`src/rtl/ha_array_accumulator.sv`:
```
// Multi-cycle reducer for four half-adder-array row pairs: captures a row set,
// adds one weighted row per cycle into a 17-bit accumulator, presents a saturated 16-bit product.
module ha_array_accumulator #(
  parameter int ROWS = 4,
  parameter int B_W  = 7,
  parameter int T_W  = 9
) (
  input  logic           clk,
  input  logic           rst_n,
  input  logic           in_valid,
  output logic           in_ready,
  input  logic [B_W-1:0] ha_array_0_b,
  input  logic [B_W-1:0] ha_array_1_b,
  input  logic [B_W-1:0] ha_array_2_b,
  input  logic [B_W-1:0] ha_array_3_b,
  input  logic [T_W-1:0] ha_array_0_t,
  input  logic [T_W-1:0] ha_array_1_t,
  input  logic [T_W-1:0] ha_array_2_t,
  input  logic [T_W-1:0] ha_array_3_t,
  output logic           out_valid,
  input  logic           out_ready,
  output logic [15:0]    product,
  output logic           ovf
);

  localparam int ACC_W = 17;

  localparam logic [1:0] S_IDLE = 2'd0;
  localparam logic [1:0] S_ACC  = 2'd1;
  localparam logic [1:0] S_DONE = 2'd2;

  logic [1:0]       r_state;
  logic [1:0]       r_cnt;
  logic [ACC_W-1:0] r_acc;
  logic [B_W-1:0]   r_b [ROWS];
  logic [T_W-1:0]   r_t [ROWS];
  logic [15:0]      r_product;
  logic             r_ovf;

  logic [B_W-1:0]   w_in_b [ROWS];
  logic [T_W-1:0]   w_in_t [ROWS];
  logic [ACC_W-1:0] w_row  [ROWS];
  logic [ACC_W-1:0] w_sum;

  assign w_in_b[0] = ha_array_0_b;
  assign w_in_b[1] = ha_array_1_b;
  assign w_in_b[2] = ha_array_2_b;
  assign w_in_b[3] = ha_array_3_b;
  assign w_in_t[0] = ha_array_0_t;
  assign w_in_t[1] = ha_array_1_t;
  assign w_in_t[2] = ha_array_2_t;
  assign w_in_t[3] = ha_array_3_t;

  // Carry row sits two bit positions above its sum row; row pair i is offset by 2*i.
  genvar gi;
  generate
    for (gi = 0; gi < ROWS; gi++) begin : g_row
      assign w_row[gi] = (ACC_W'(r_t[gi]) + (ACC_W'(r_b[gi]) << 2)) << (2 * gi);
    end
  endgenerate

  assign w_sum = r_acc + w_row[r_cnt];

  always_ff @(posedge clk or negedge rst_n) begin
    if (!rst_n) begin
      r_state   <= S_IDLE;
      r_cnt     <= 2'd0;
      r_acc     <= '0;
      r_product <= 16'h0000;
      r_ovf     <= 1'b0;
      for (int i = 0; i < ROWS; i++) begin
        r_b[i] <= '0;
        r_t[i] <= '0;
      end
    end else begin
      case (r_state)
        S_IDLE: begin
          if (in_valid) begin
            for (int i = 0; i < ROWS; i++) begin
              r_b[i] <= w_in_b[i];
              r_t[i] <= w_in_t[i];
            end
            r_acc   <= '0;
            r_cnt   <= 2'd0;
            r_state <= S_ACC;
          end
        end
        S_ACC: begin
          r_acc <= w_sum;
          if (r_cnt == 2'd3) begin
            // Last row: publish the saturated result on the same edge.
            r_product <= w_sum[16] ? 16'hFFFF : w_sum[15:0];
            r_ovf     <= w_sum[16];
            r_state   <= S_DONE;
          end else begin
            r_cnt <= r_cnt + 2'd1;
          end
        end
        S_DONE: begin
          if (out_ready) begin
            r_state <= S_IDLE;
          end
        end
        default: r_state <= S_IDLE;
      endcase
    end
  end

  assign in_ready  = (r_state == S_IDLE);
  assign out_valid = (r_state == S_DONE);
  assign product   = r_product;
  assign ovf       = r_ovf;

endmodule

```
`config.mk`:
```
export PLATFORM = sky130hd
export DESIGN_NAME = ha_array_accumulator
export DESIGN_NICKNAME = d
export VERILOG_FILES = /design/src/rtl/ha_array_accumulator.sv
export SDC_FILE = /design/constraint.sdc
export NUM_CORES = 1
export LEC_CHECK = 0
export BUFFER_PORTS_ARGS = -buffer_cell sky130_fd_sc_hd__buf_2
export CAP_MARGIN = 20
export CORE_ASPECT_RATIO = 1.2
export CORE_MARGIN = 2
export CORE_UTILIZATION = 57
export CTS_CLUSTER_SIZE = 28
export DETAILED_ROUTE_END_ITERATION = 10
export GPL_ROUTABILITY_DRIVEN = 0
export GPL_TIMING_DRIVEN = 1
export PLACE_DENSITY = 0.8
export SETUP_SLACK_MARGIN = 0.02
export SLEW_MARGIN = 5
export SYNTH_ARGS = -nofsm -noshare
export SYNTH_HDL_FRONTEND = slang
export SYNTH_SLANG_ARGS = --single-unit
```
`constraint.sdc`:
```
create_clock -name clk -period 10.8 [get_ports clk]
set_clock_uncertainty 0.2 [all_clocks]
set_input_delay 1.62 -clock clk [delete_from_list [all_inputs] [get_ports clk]]
set_output_delay 1.62 -clock clk [all_outputs]
set_load 0.02 [all_outputs]
```
======== After elaboration in Yosys (flattened, before gate mapping) ========
Index checks and enable logic that the tools add are counted.
storage, ports and cells
  bits in registers ....................... 102
  input bits .............................. 68
  output and inout port bits .............. 19
  word-level logic and storage cells ...... 48
cells by class
  $add $sub $neg .......................... 6
  order comparisons ....................... 1
  equality and inequality tests ........... 7
  muxes and demuxes ....................... 13
  bitwise logic cells ..................... 1
  reduce and logical (&&, ||, !) cells .... 7
operator list
  kind                   count
  $mux W17               3
  $add A9 B9 Y10         4
  $bmux W17 S2           1
  $pmux W17 S2           1
  $add A17 B17 Y17       1
  $mux W16               1
  $mux W2                5
  $ne A2 B2 Y1 const B   3
  $pmux W2 S3            1
  $reduce_and A2 Y1      3
  $reduce_and A3 Y1      2
  $eq A2 B2 Y1 const B   2
  $pmux W2 S2            1
  $ge A3 B3 Y1 const B   1
  $not A2 Y3             1
  $add A2 B1 Y2 const B  1
  $eq A2 B1 Y1 const B   1
  $logic_not A2 Y1       1
  $ne A2 B1 Y1 const B   1
  $reduce_bool A2 Y1     1

======== Logic depth before layout (Yosys ltp) ========
  depth after elaboration ................. 6
  depth in mapped cells ................... 19
  mapped depth without buffers ............ 18

======== Worst setup path before layout ========
Ideal clock, no wire load.
  path kind ............................... register to register
  from .................................... register r_b[21] in the netlist's numbering
  to ...................................... register r_product[10], in the netlist product[10]
  library setup time ...................... 0.151 ns
  arrival time ............................ 3.669 ns
  required time ........................... 10.449 ns
  path slack .............................. 6.781 ns
  cell stages (with the launch flop) ...... 20
  path buffers ............................ 1
  clock period less this slack ............ 4.019 ns
  path through ............................ dfrtp_1 > ha_1 > inv_1 > fa_1 > nor2b_1 > o21ai_0 > nand2b_1 > a21o_1 > a21oi_1 > xnor2_1 > mux4_2 > ha_1 > nand2_1 > nor3_2 > a21oi_1 > a221o_1 > o21ai_2 > xnor2_2 > buf_6 > a31oi_2
on the way
  longest elaborated chain between the ends .. 6
RTL lines
  item                                         RTL line  RTL
  start, declared                              35        logic [B_W-1:0] r_b [ROWS];
  start signal, assigned by index              80        r_b[i] <= w_in_b[i];
  $add A9 B9 Y10                               58        assign w_row[gi] = (ACC_W'(r_t[gi]) + (ACC_W'(r_b[gi]) << 2)) << (2 * gi);
  $bmux W17 S2                                 62        assign w_sum = r_acc + w_row[r_cnt];
  $mux W17 (not written as such) (2 in a row)  62
  $add A17 B17 Y17                             62
  $mux W16                                     92        r_product <= w_sum[16] ? 16'hFFFF : w_sum[15:0];
  end signal, assigned                         92
  end, declared                                37        logic [15:0] r_product;
Every way passes these cells. The select of a mux whose other input is x is not followed.
A chain may end at the register's enable or synchronous reset.

======== Worst setup path in the final report ========
  from .................................... register r_b[22] in the netlist's numbering
  to ...................................... register r_product[6], in the netlist product[6]
The elaborated chain is that of the path after synthesis.

==> impl_metrics.env <==
export IMPL_grt_setup_unrepaired="false"
export IMPL_syn_num_nets=636
export IMPL_min_period_over_period=0.429
export IMPL_worstSetupEndpointType="flop"
export IMPL_hpwl_um=8480
export IMPL_fillerInstances=785
export IMPL_seq_area_frac_synth=0.446
export IMPL_drtAntennaViolNets=0
export IMPL_critPathSlowestCell="xnor2_2"
export IMPL_synthDistinctLibCells=42
export IMPL_drv_cap=0
export IMPL_worst_pin_slew_ns=1.00
export IMPL_worstReg2RegStart="r_b[22]"
export IMPL_firstDrtPassIters=4
export IMPL_grt_overflow_total=0
export IMPL_synth_edff_count=0
export IMPL_setup_worst_path_start="r_b[22]"
export IMPL_die_w_um=95.5
export IMPL_postCtsHoldBufs=0
export IMPL_drtIter0Drc=196
export IMPL_path_cells="ha_1 > a21o_1 > a21oi_1 > nor2b_1 > o21ai_0 > nor2b_1 > xnor2_1 > mux4_2 > ha_1 > a21oi_1 > o21ai_0 > a21oi_1 > a221o_1 > o21ai_2 > xnor2_2 > a31oi_1"
export IMPL_worstSetupPathType="flop to flop"
export IMPL_wl_per_cell_um=16.4
export IMPL_holdPathEnd="ovf"
export IMPL_rrSetupSlack_ns=6.16
export IMPL_synth_area_leaders="dfrtp_1 (45%), mux2_2 (12%), ha_1 (10%), a21oi_1 (3.3%), xnor2_1 (2.8%)"
export IMPL_status="complete, no violations"
export IMPL_min_period_ns=4.64
export IMPL_synth_top_area_cell="dfrtp_1"
export IMPL_clk_latency_ns=0.35
export IMPL_holdCritPathClass="flop to flop"
export IMPL_antenna_found_initial=0
export IMPL_nNetsFinal=717
export IMPL_relSlewSlack=0.331
export IMPL_cp_common_cell="a21oi_1"
export IMPL_clkSinkCount=102
export IMPL_drive_gt1_frac=0.307
export IMPL_yosys_warnings=0
export IMPL_synth_top_area_frac=0.446
export IMPL_num_vias=4149
export IMPL_rr_endpoint="product[6]"
export IMPL_grt_max_degree=85
export IMPL_htree_levels=3
export IMPL_tns_ns=0
export IMPL_synth_common_cells="dfrtp_1 (102), mux2_2 (63), ha_1 (47), nand2_1 (41), a21oi_1 (38)"
export IMPL_die_y_um=114
export IMPL_drv_slew=0
export IMPL_num_rows=40
export IMPL_clkTransAtPathRegs_ns=0.07
export IMPL_core_area_sq_um=9910
export IMPL_num_io_pins=87
export IMPL_synth_area_per_cell_sq_um=11.1
export IMPL_r2r_cells=16
export IMPL_ys_flop_type="dfrtp_1"
export IMPL_fmax_ghz=0.216
export IMPL_path_buf_inv=0
export IMPL_start_util=0.577
export IMPL_cts_resized_gates=0
export IMPL_vias_per_cell=5.70
export IMPL_grt_pass1_vias=4251
export IMPL_max_stage_delay_ns=0.69
export IMPL_hold_viol_final=0
export IMPL_diodes=0
export IMPL_crit_fanout=17
export IMPL_required_ns=10.79
export IMPL_drc=0
export IMPL_die_area_sq_um=10900
export IMPL_track_usage=0.236
export IMPL_ys_ff_latch=102
export IMPL_startpoint_type="flop"
export IMPL_area_growth_pct=16.2
export IMPL_hold_ws_ns=0.304
export IMPL_arrival_ns=4.62
export IMPL_crit_family="compound AO/OA/AOI/OAI gates"
export IMPL_wl_um=11900
export IMPL_finalSetupViolCount=0
export IMPL_post_cts_buffers=0
export IMPL_root_buffer="clkbuf_16"
export IMPL_grt_pass1_wl_um=20000
export IMPL_cts_tree="done"
export IMPL_synth_most_common_cell="dfrtp_1"
export IMPL_port_buffers=86
export IMPL_cts_buffers=9
export IMPL_hp_start="ovf"
export IMPL_cts_max_path_buffers=2
export IMPL_holdPathStages=2
export IMPL_postSynthCellCount=516
export IMPL_ys_async_sr_fraction=1.00
export IMPL_syn_area_sq_um=5720
-- worst reg2reg max path, cell delays in order (launching register included) --
cell and delay, ns:
dfrtp_1 0.39, ha_1 0.31, a21o_1 0.19, a21oi_1 0.26, nor2b_1 0.08, o21ai_0 0.21, nor2b_1 0.19, xnor2_1 0.07
mux4_2 0.46, ha_1 0.35, a21oi_1 0.15, o21ai_0 0.09, a21oi_1 0.27, a221o_1 0.27, o21ai_2 0.09, xnor2_2 0.69
a31oi_1 0.21
-- metrics by stage --
stage	area, sq um	cells	setup slack (ns)	utilization
after detailed placement	6250	710	6.26	0.631
final	6650	728	6.16	0.671
after CTS	6620	726	6.16	0.668
after floorplan	5720	516	6.78	-
after global placement	6250	710	6.46	0.631
after global routing	6650	728	5.71	0.671
-- state kept, by name, summed over array words and instances (netlist names) --
name and flops:
ovf 1, product 16, r_acc 17, r_b 28, r_cnt 2, r_state 2
r_t 36
-- final cells by class --
| cell class | instances | area, sq um | share of cell area |
|---|---|---|---|
| clock inverters | 7 | 143 | 0.0215 |
| flip-flops and latches | 102 | 2550 | 0.384 |
| repair buffers | 91 | 485 | 0.0730 |
| inverters | 18 | 67.6 | 0.0102 |
| multi-input cells | 375 | 3020 | 0.454 |
| well taps | 126 | 158 | 0.0237 |
| clock buffers | 9 | 225 | 0.0339 |
-- routing by layer --
| layer | track usage | part of all wire | up-vias |
|---|---|---|---|
| li1 | - | - | 1998 |
| met1 | 0.298 | 0.41 | 2032 |
| met2 | 0.412 | 0.53 | 101 |
| met3 | 0.0284 | 0.038 | 18 |
| met4 | 0.0914 | 0.022 | 0 |
| met5 | 0 | 0 | - |
-- how the worst max path moves through the flow --
stage / to / depth (start not counted) / slack (ns)
floorplan: product[10] / 19 / 6.78
global placement: product[2] / 18 / 6.46
detailed placement: product[6] / 18 / 6.26
CTS: product[10] / 16 / 6.16
global route: product[6] / 16 / 5.71
finish: product[6] / 16 / 6.16
-- logic make-up after synthesis --
family,share of synthesized area
xor gates and xnor gates,0.0518
muxes,0.139
buffers and inverters,0.0269
and+or+nand+nor,0.0715
DFF,0.446
adders and majority gates,0.120
AOI/OAI and AO/OA,0.144
-- cell usage in the layout (no fill, tap or decap), types with 2 or more instances in the layout --
cell       count
fa_1           5
a21o_1        11
mux4_2         3
clkbuf_16      9
buf_4          4
o22ai_1       15
o21a_1         3
mux2i_1        2
nor3b_1        2
o21bai_1      10
a21oi_1       38
xnor2_1       18
inv_1         18
nor2b_1        6
mux2_2        63
xor2_1        14
nand2_1       41
a31oi_2        7
a31oi_1        8
buf_2         85
inv_6          2
bufinv_16      4
nor2_1        32
and2_1         2
buf_8          2
o21ai_0       23
ha_1          47
o211ai_1       4
nand2b_1       4
dfrtp_1      102
a22o_1         2
Power is not shown: default switching activity piles up to over one toggle a cycle in this logic, so the estimate is an artifact.
